`src/rtl/ps2_pkg.sv`:
```
// Shared types and constants for the PS/2 scancode receiver.
package ps2_pkg;

    typedef enum logic [1:0] {
        IDLE,
        DATA,
        PARITY,
        STOP
    } rx_state_t;

    localparam logic [7:0] PS2_EXT = 8'hE0;
    localparam logic [7:0] PS2_BRK = 8'hF0;

    typedef struct packed {
        logic       ext;
        logic       brk;
        logic [7:0] code;
    } ps2_event_t;

    localparam int EVENT_W = $bits(ps2_event_t);

    // PS/2 uses odd parity over the eight data bits plus the parity bit.
    function automatic logic odd_parity_ok(input logic [7:0] data, input logic par);
        return ^{data, par};
    endfunction

endpackage

```
`src/rtl/ps2_event_fifo.sv`:
```
// Synchronous FIFO with a combinational head; a push when full is accepted only alongside a pop.
module ps2_event_fifo #(
    parameter int DEPTH = 8,
    parameter int WIDTH = 10
) (
    input  logic                     clk,
    input  logic                     rst_n,
    input  logic                     push,
    input  logic [WIDTH-1:0]         push_data,
    input  logic                     pop,
    output logic [WIDTH-1:0]         head,
    output logic                     full,
    output logic                     empty,
    output logic [$clog2(DEPTH):0]   level,
    output logic                     drop
);

    localparam int              AW       = $clog2(DEPTH);
    localparam logic [AW:0]     FULL_LVL = (AW + 1)'(DEPTH);

    logic [WIDTH-1:0] mem [DEPTH];
    logic [AW-1:0]    wr_ptr;
    logic [AW-1:0]    rd_ptr;
    logic             do_push;
    logic             do_pop;

    assign empty   = (level == '0);
    assign full    = (level == FULL_LVL);
    assign do_pop  = pop && !empty;
    assign do_push = push && (!full || do_pop);
    assign drop    = push && full && !do_pop;
    assign head    = mem[rd_ptr];

    always_ff @(posedge clk) begin
        if (!rst_n) begin
            wr_ptr <= '0;
            rd_ptr <= '0;
            level  <= '0;
        end else begin
            if (do_push) wr_ptr <= wr_ptr + 1'b1;
            if (do_pop)  rd_ptr <= rd_ptr + 1'b1;
            case ({do_push, do_pop})
                2'b10:   level <= level + 1'b1;
                2'b01:   level <= level - 1'b1;
                default: level <= level;
            endcase
        end
    end

    // NOTE: storage is deliberately left out of reset; the level/pointers alone define validity.
    always_ff @(posedge clk) begin
        if (do_push) mem[wr_ptr] <= push_data;
    end

endmodule

```
`src/rtl/ps2_scancode_rx.sv`:
```
// PS/2 device-to-host receiver: sync, glitch filter, frame FSM with timeout, prefix decoder, event FIFO.
module ps2_scancode_rx
    import ps2_pkg::*;
#(
    parameter int FIFO_DEPTH     = 8,
    parameter int FILTER_LEN     = 4,
    parameter int TIMEOUT_CYCLES = 50000,
    parameter int DECODE         = 1
) (
    input  logic                          clk,
    input  logic                          rst_n,
    input  logic                          ps2_clk,
    input  logic                          ps2_data,
    output logic                          out_valid,
    input  logic                          out_ready,
    output logic [7:0]                    out_code,
    output logic                          out_ext,
    output logic                          out_brk,
    output logic [$clog2(FIFO_DEPTH):0]   fifo_level,
    output logic                          parity_err,
    output logic                          frame_err,
    output logic                          overflow,
    input  logic                          err_clear
);

    localparam int FL_W = $clog2(FILTER_LEN + 1);
    localparam int TO_W = $clog2(TIMEOUT_CYCLES + 1);

    logic [1:0]      clk_sync;
    logic [1:0]      data_sync;
    logic [FL_W-1:0] filt_cnt;
    logic            clk_filt;
    logic            clk_filt_q;
    logic            fall;

    rx_state_t       state;
    logic [2:0]      bit_cnt;
    logic [7:0]      shift;
    logic            par_bit;
    logic [TO_W-1:0] to_cnt;
    logic            pend_ext;
    logic            pend_brk;

    logic            frame_end;
    logic            par_ok;
    logic            byte_good;
    logic            is_prefix;
    logic            timeout;
    logic            push;
    logic            drop;
    logic            empty;
    logic            full;
    ps2_event_t      push_evt;
    ps2_event_t      head_evt;

    // Lines idle high, so the synchronisers reset to 1 to avoid a phantom edge after reset.
    always_ff @(posedge clk) begin
        if (!rst_n) begin
            clk_sync   <= 2'b11;
            data_sync  <= 2'b11;
            filt_cnt   <= '0;
            clk_filt   <= 1'b1;
            clk_filt_q <= 1'b1;
        end else begin
            clk_sync   <= {clk_sync[0], ps2_clk};
            data_sync  <= {data_sync[0], ps2_data};
            clk_filt_q <= clk_filt;
            if (clk_sync[1] == clk_filt) begin
                filt_cnt <= '0;
            end else if (filt_cnt == FL_W'(FILTER_LEN - 1)) begin
                clk_filt <= clk_sync[1];
                filt_cnt <= '0;
            end else begin
                filt_cnt <= filt_cnt + 1'b1;
            end
        end
    end

    assign fall      = clk_filt_q && !clk_filt;
    assign frame_end = fall && (state == STOP);
    assign par_ok    = odd_parity_ok(shift, par_bit);
    assign byte_good = frame_end && data_sync[1] && par_ok;
    assign is_prefix = (DECODE != 0) && ((shift == PS2_EXT) || (shift == PS2_BRK));
    assign push      = byte_good && !is_prefix;
    assign timeout   = (state != IDLE) && !fall && (to_cnt == TO_W'(TIMEOUT_CYCLES - 1));
    assign push_evt  = '{ext: pend_ext, brk: pend_brk, code: shift};

    always_ff @(posedge clk) begin
        if (!rst_n) begin
            state      <= IDLE;
            bit_cnt    <= '0;
            shift      <= '0;
            par_bit    <= 1'b0;
            to_cnt     <= '0;
            pend_ext   <= 1'b0;
            pend_brk   <= 1'b0;
            parity_err <= 1'b0;
            frame_err  <= 1'b0;
            overflow   <= 1'b0;
        end else begin
            if (fall || state == IDLE || timeout) to_cnt <= '0;
            else                                  to_cnt <= to_cnt + 1'b1;

            if (timeout) begin
                state    <= IDLE;
                pend_ext <= 1'b0;
                pend_brk <= 1'b0;
            end else if (fall) begin
                case (state)
                    IDLE: begin
                        if (!data_sync[1]) begin
                            state   <= DATA;
                            bit_cnt <= '0;
                        end
                    end
                    DATA: begin
                        shift   <= {data_sync[1], shift[7:1]};
                        bit_cnt <= bit_cnt + 3'd1;
                        if (bit_cnt == 3'd7) state <= PARITY;
                    end
                    PARITY: begin
                        par_bit <= data_sync[1];
                        state   <= STOP;
                    end
                    STOP: begin
                        state <= IDLE;
                        if (byte_good && DECODE != 0 && shift == PS2_EXT) begin
                            pend_ext <= 1'b1;
                        end else if (byte_good && DECODE != 0 && shift == PS2_BRK) begin
                            pend_brk <= 1'b1;
                        end else begin
                            pend_ext <= 1'b0;
                            pend_brk <= 1'b0;
                        end
                    end
                    default: state <= IDLE;
                endcase
            end

            // A new error in the same cycle as err_clear must survive the clear.
            parity_err <= (frame_end && !par_ok) || (parity_err && !err_clear);
            frame_err  <= (frame_end && !data_sync[1]) || timeout || (frame_err && !err_clear);
            overflow   <= drop || (overflow && !err_clear);
        end
    end

    ps2_event_fifo #(
        .DEPTH (FIFO_DEPTH),
        .WIDTH (EVENT_W)
    ) u_fifo (
        .clk       (clk),
        .rst_n     (rst_n),
        .push      (push),
        .push_data (push_evt),
        .pop       (out_valid && out_ready),
        .head      (head_evt),
        .full      (full),
        .empty     (empty),
        .level     (fifo_level),
        .drop      (drop)
    );

    assign out_valid = !empty;
    assign out_code  = head_evt.code;
    assign out_ext   = head_evt.ext;
    assign out_brk   = head_evt.brk;

endmodule

```
`config.mk`:
```
export PLATFORM = sky130hd
export DESIGN_NAME = ps2_scancode_rx
export DESIGN_NICKNAME = d
export VERILOG_FILES = /design/src/rtl/ps2_pkg.sv /design/src/rtl/ps2_event_fifo.sv /design/src/rtl/ps2_scancode_rx.sv
export SDC_FILE = /design/constraint.sdc
export NUM_CORES = 1
export LEC_CHECK = 0
export ABC_AREA = 0
export BUFFER_PORTS_ARGS = -buffer_cell sky130_fd_sc_hd__buf_2
export CAP_MARGIN = 20
export CORE_ASPECT_RATIO = 0.7
export CORE_MARGIN = 2
export CORE_UTILIZATION = 38
export DETAILED_ROUTE_END_ITERATION = 10
export GPL_TIMING_DRIVEN = 0
export PLACE_DENSITY = 0.51
export RECOVER_POWER = 25
export SLEW_MARGIN = 10
export SYNTH_ARGS = -nofsm -noshare
export SYNTH_HDL_FRONTEND = slang
export SYNTH_SLANG_ARGS = --single-unit
```
`constraint.sdc`:
```
create_clock -name clk -period 3.35 [get_ports clk]
set_input_delay 1.005 -clock clk [delete_from_list [all_inputs] [get_ports clk]]
set_output_delay 1.005 -clock clk [all_outputs]
set_load 0.05 [all_outputs]
```
==> flow_summary.json <==
{
  "synthToLayoutAreaGrowth_pct": 19.1,
  "p_leak_nw": 2.39,
  "skew_ns": 0.00742,
  "cts_buffers": 17,
  "rsz0062_at_grt": "no",
  "yosysWarnings": 0,
  "synth.avg_cell_area_um2": 14.2,
  "via_per_inst": 4.97,
  "gp_congestion": 0.786,
  "holdWs_ns": 0.407,
  "die_w_um": 149,
  "drt-initial-drc-count": 163,
  "p_seq_share_pct": 49.0,
  "synth_top_area_cell": "edfxtp_1",
  "clk_pin_slew_worst_paths_ns": 0.06,
  "min_period_over_period_pct": 96.6,
  "pin_count": 24,
  "synth.top_cell.area_share_pct": 42.7,
  "final_common_cell": "edfxtp_1",
  "p_int_mw": 2.87,
  "crit_type": "reg -> out",
  "wl_per_cell_um": 16.3,
  "p_comb_share_pct": 0.5,
  "outcome": "complete, no violations",
  "synth_seq_cells": 137,
  "hp-class": "reg -> reg",
  "worstPathRequired_ns": 2.34,
  "grt_pass1_vias": 3316,
  "hold_violations": 0,
  "die_area_mm2": 0.0158,
  "dp_hpwl_um": 7410,
  "final_cell_count_no_fill": 657,
  "start_util_pct": 38.6,
  "crit_fanout": 10,
  "drcViolationCount": 0,
  "cp.arrival_ns": 2.23,
  "first_pass_iters": 4,
  "tightest_slew_ns": 0.879,
  "drv_slew": 0,
  "clock_sinks": 137,
  "synth_cell_types": 43,
  "place_inst": 620,
  "swShare_pct": 20.3,
  "drive_gt1_share_pct": 25.8,
  "p_per_area_mw_per_mm2": 537,
  "fp.dieH_um": 106,
  "synthesis.nets": 417,
  "cts.path.max_buffers": 2,
  "diodes": 0,
  "yosysSeqAreaShare_pct": 62.9,
  "rows": 37,
  "start_kind": "flop",
  "coreArea_mm2": 0.0146,
  "grt_first_pass_wirelength_um": 17300,
  "drt-total-wl_um": 10700,
  "grt_overflow": 0,
  "switching_power_uw": 729,
  "htreeDepth": 4,
  "io_buffers": 23,
  "grt_max_degree": 17,
  "cts_tree": "done",
  "root_buffer": "clkbuf_16",
  "postRouteAntennaNets": 0,
  "clock.fmax_mhz": 309,
  "final_nets": 469,
  "finalSetupViolations": 0,
  "grt_util_all_layers_pct": 14.6,
  "irDropWorstVdd_mv": 0.360,
  "syn-cell-area_mm2": 0.00563,
  "synthTopCellsByArea": "edfxtp_1 43%, dfxtp_1 20%, mux4_2 8.0%",
  "worst_setup_path_end_kind": "output pin",
  "antenna_found_initial": 0,
  "p_clk_share_pct": 50.4,
  "via_count": 3266,
  "insertion_delay_ns": 0.41,
  "syn-instance-count": 397,
  "relSlewSlack_pct": 40.9,
  "fillCellCount": 1318,
  "fin_crit_ns": 3.23,
  "drv_cap": 0,
  "final_cell_mix": "80 x edfxtp_1, 50 x dfxtp_1, 44 x nor2_1"
}
power by group through the flow:
stage                     registers (mW)  logic, mW  clock network [mW]
after floorplan                     1.80     0.0110                   0
after global placement              1.80     0.0200                   0
after detailed placement            1.80     0.0201                   0
after CTS                           1.77     0.0201                1.85
after global routing                1.76     0.0219                1.93
final                               1.76     0.0197                1.81
kinds of logic (layout without fill, tap and decap cells):
group | Yosys count | count (layout) | share of synthesized area (%)
compound gates | 30 | 30 | 3.40
fa+ha+maj | 14 | 14 | 3.11
mux | 43 | 43 | 12.3
flops | 137 | 137 | 62.9
simple gates | 125 | 125 | 11.2
buf+inv | 21 | 86 | 1.84
xor+xnor | 27 | 27 | 5.16
cells in the mapped netlist, drive strengths merged:
master,n
and4b,1
nand3,13
or4,3
or3,3
clkbuf,5
mux4,20
and2,2
a21oi,12
nand4,7
a21boi,1
nand2,18
o31ai,3
a32oi,2
and3,3
nor4bb,3
nor3b,1
o21ai,7
nand3b,3
xor2,13
buf,6
mux2,10
mux2i,13
nor2,44
nor4,1
ha,14
nand4b,2
a211oi,1
dfxtp,57
nor3,10
inv,10
o21a,2
nand2b,10
edfxtp,80
nor2b,1
xnor2,12
o22ai,2
xnor3,2
worst max-delay path: stages (launching register included):
cell and delay [ns]:
dfxtp_1 0.33, clkbuf_1 0.55, mux4_2 0.41, mux2_2 0.31, buf_2 0.22
layout make-up:
| cell class | count | area, µm² | area share (%) |
|---|---|---|---|
| buffer | 11 | 66.3 | 0.989 |
| timing repair buffer | 33 | 201 | 3.00 |
| multi-input combinational | 239 | 2020 | 30.1 |
| clock inverter | 14 | 149 | 2.22 |
| sequential | 137 | 3560 | 53.1 |
| clock buffer | 18 | 429 | 6.40 |
| inverter | 10 | 37.5 | 0.560 |
| tap | 195 | 244 | 3.64 |
through the flow:
| stage | power, mW | cell area, µm² | setup WS (ns) | utilization (%) | TNS (ns) |
|---|---|---|---|---|---|
| floorplan | 1.81 | 5630 | 0.280 | - | 0 |
| global placement | 1.82 | 5990 | -0.884 | 41.1 | -23.61 |
| detailed placement | 1.82 | 6060 | -0.193 | 41.6 | -0.268 |
| CTS | 3.64 | 6650 | 0.0461 | 45.6 | 0 |
| global route | 3.71 | 6710 | 0.00960 | 46.0 | 0 |
| finish | 3.60 | 6710 | 0.115 | 46.0 | 0 |
path summary, 6_finish.rpt:
| path | start | to | slack (ns) | cells past startpoint |
|---|---|---|---|---|
| hold / removal | clk_sync[0] | clk_sync[1] | 0.41 | 1 |
| setup / recovery | flop | out_code[7] | 0.12 | 4 |
| hold reg to reg | clk_sync[0] | clk_sync[1] | 0.41 | 1 |
| setup reg to reg | shift[1] | u_fifo.level[2] | 0.28 | 11 |
flip-flops by register name (all words and copies together), names as in the netlist, named ones only:
register / count
u_fifo.level: 4
to_cnt: 16
frame_err: 1
state: 2
u_fifo.mem: 80
parity_err: 1
pend_brk: 1
pend_ext: 1
overflow: 1
u_fifo.wr_ptr: 3
clk_filt_q: 1
par_bit: 1
filt_cnt: 3
data_sync: 2
u_fifo.rd_ptr: 3
clk_filt: 1
clk_sync: 2
shift: 8
bit_cnt: 3
layer usage:
layer	wire, µm	up-vias	GRT usage [%]
li1	-	1590	-
met1	5080	1619	19.4
met2	5090	43	23.5
met3	392	14	2.86
met4	152	0	5.92
met5	0	-	0
repair_timing:
action / 4_1_cts / 5_1_grt
setup endpoints to repair: 2 / 2
hold buffers: 0 / 0
pin swaps: 0 / 1
setup buffers: 0 / 2
resized for setup: 5 / 6
Note: power is estimated with default switching activity, not from simulation.
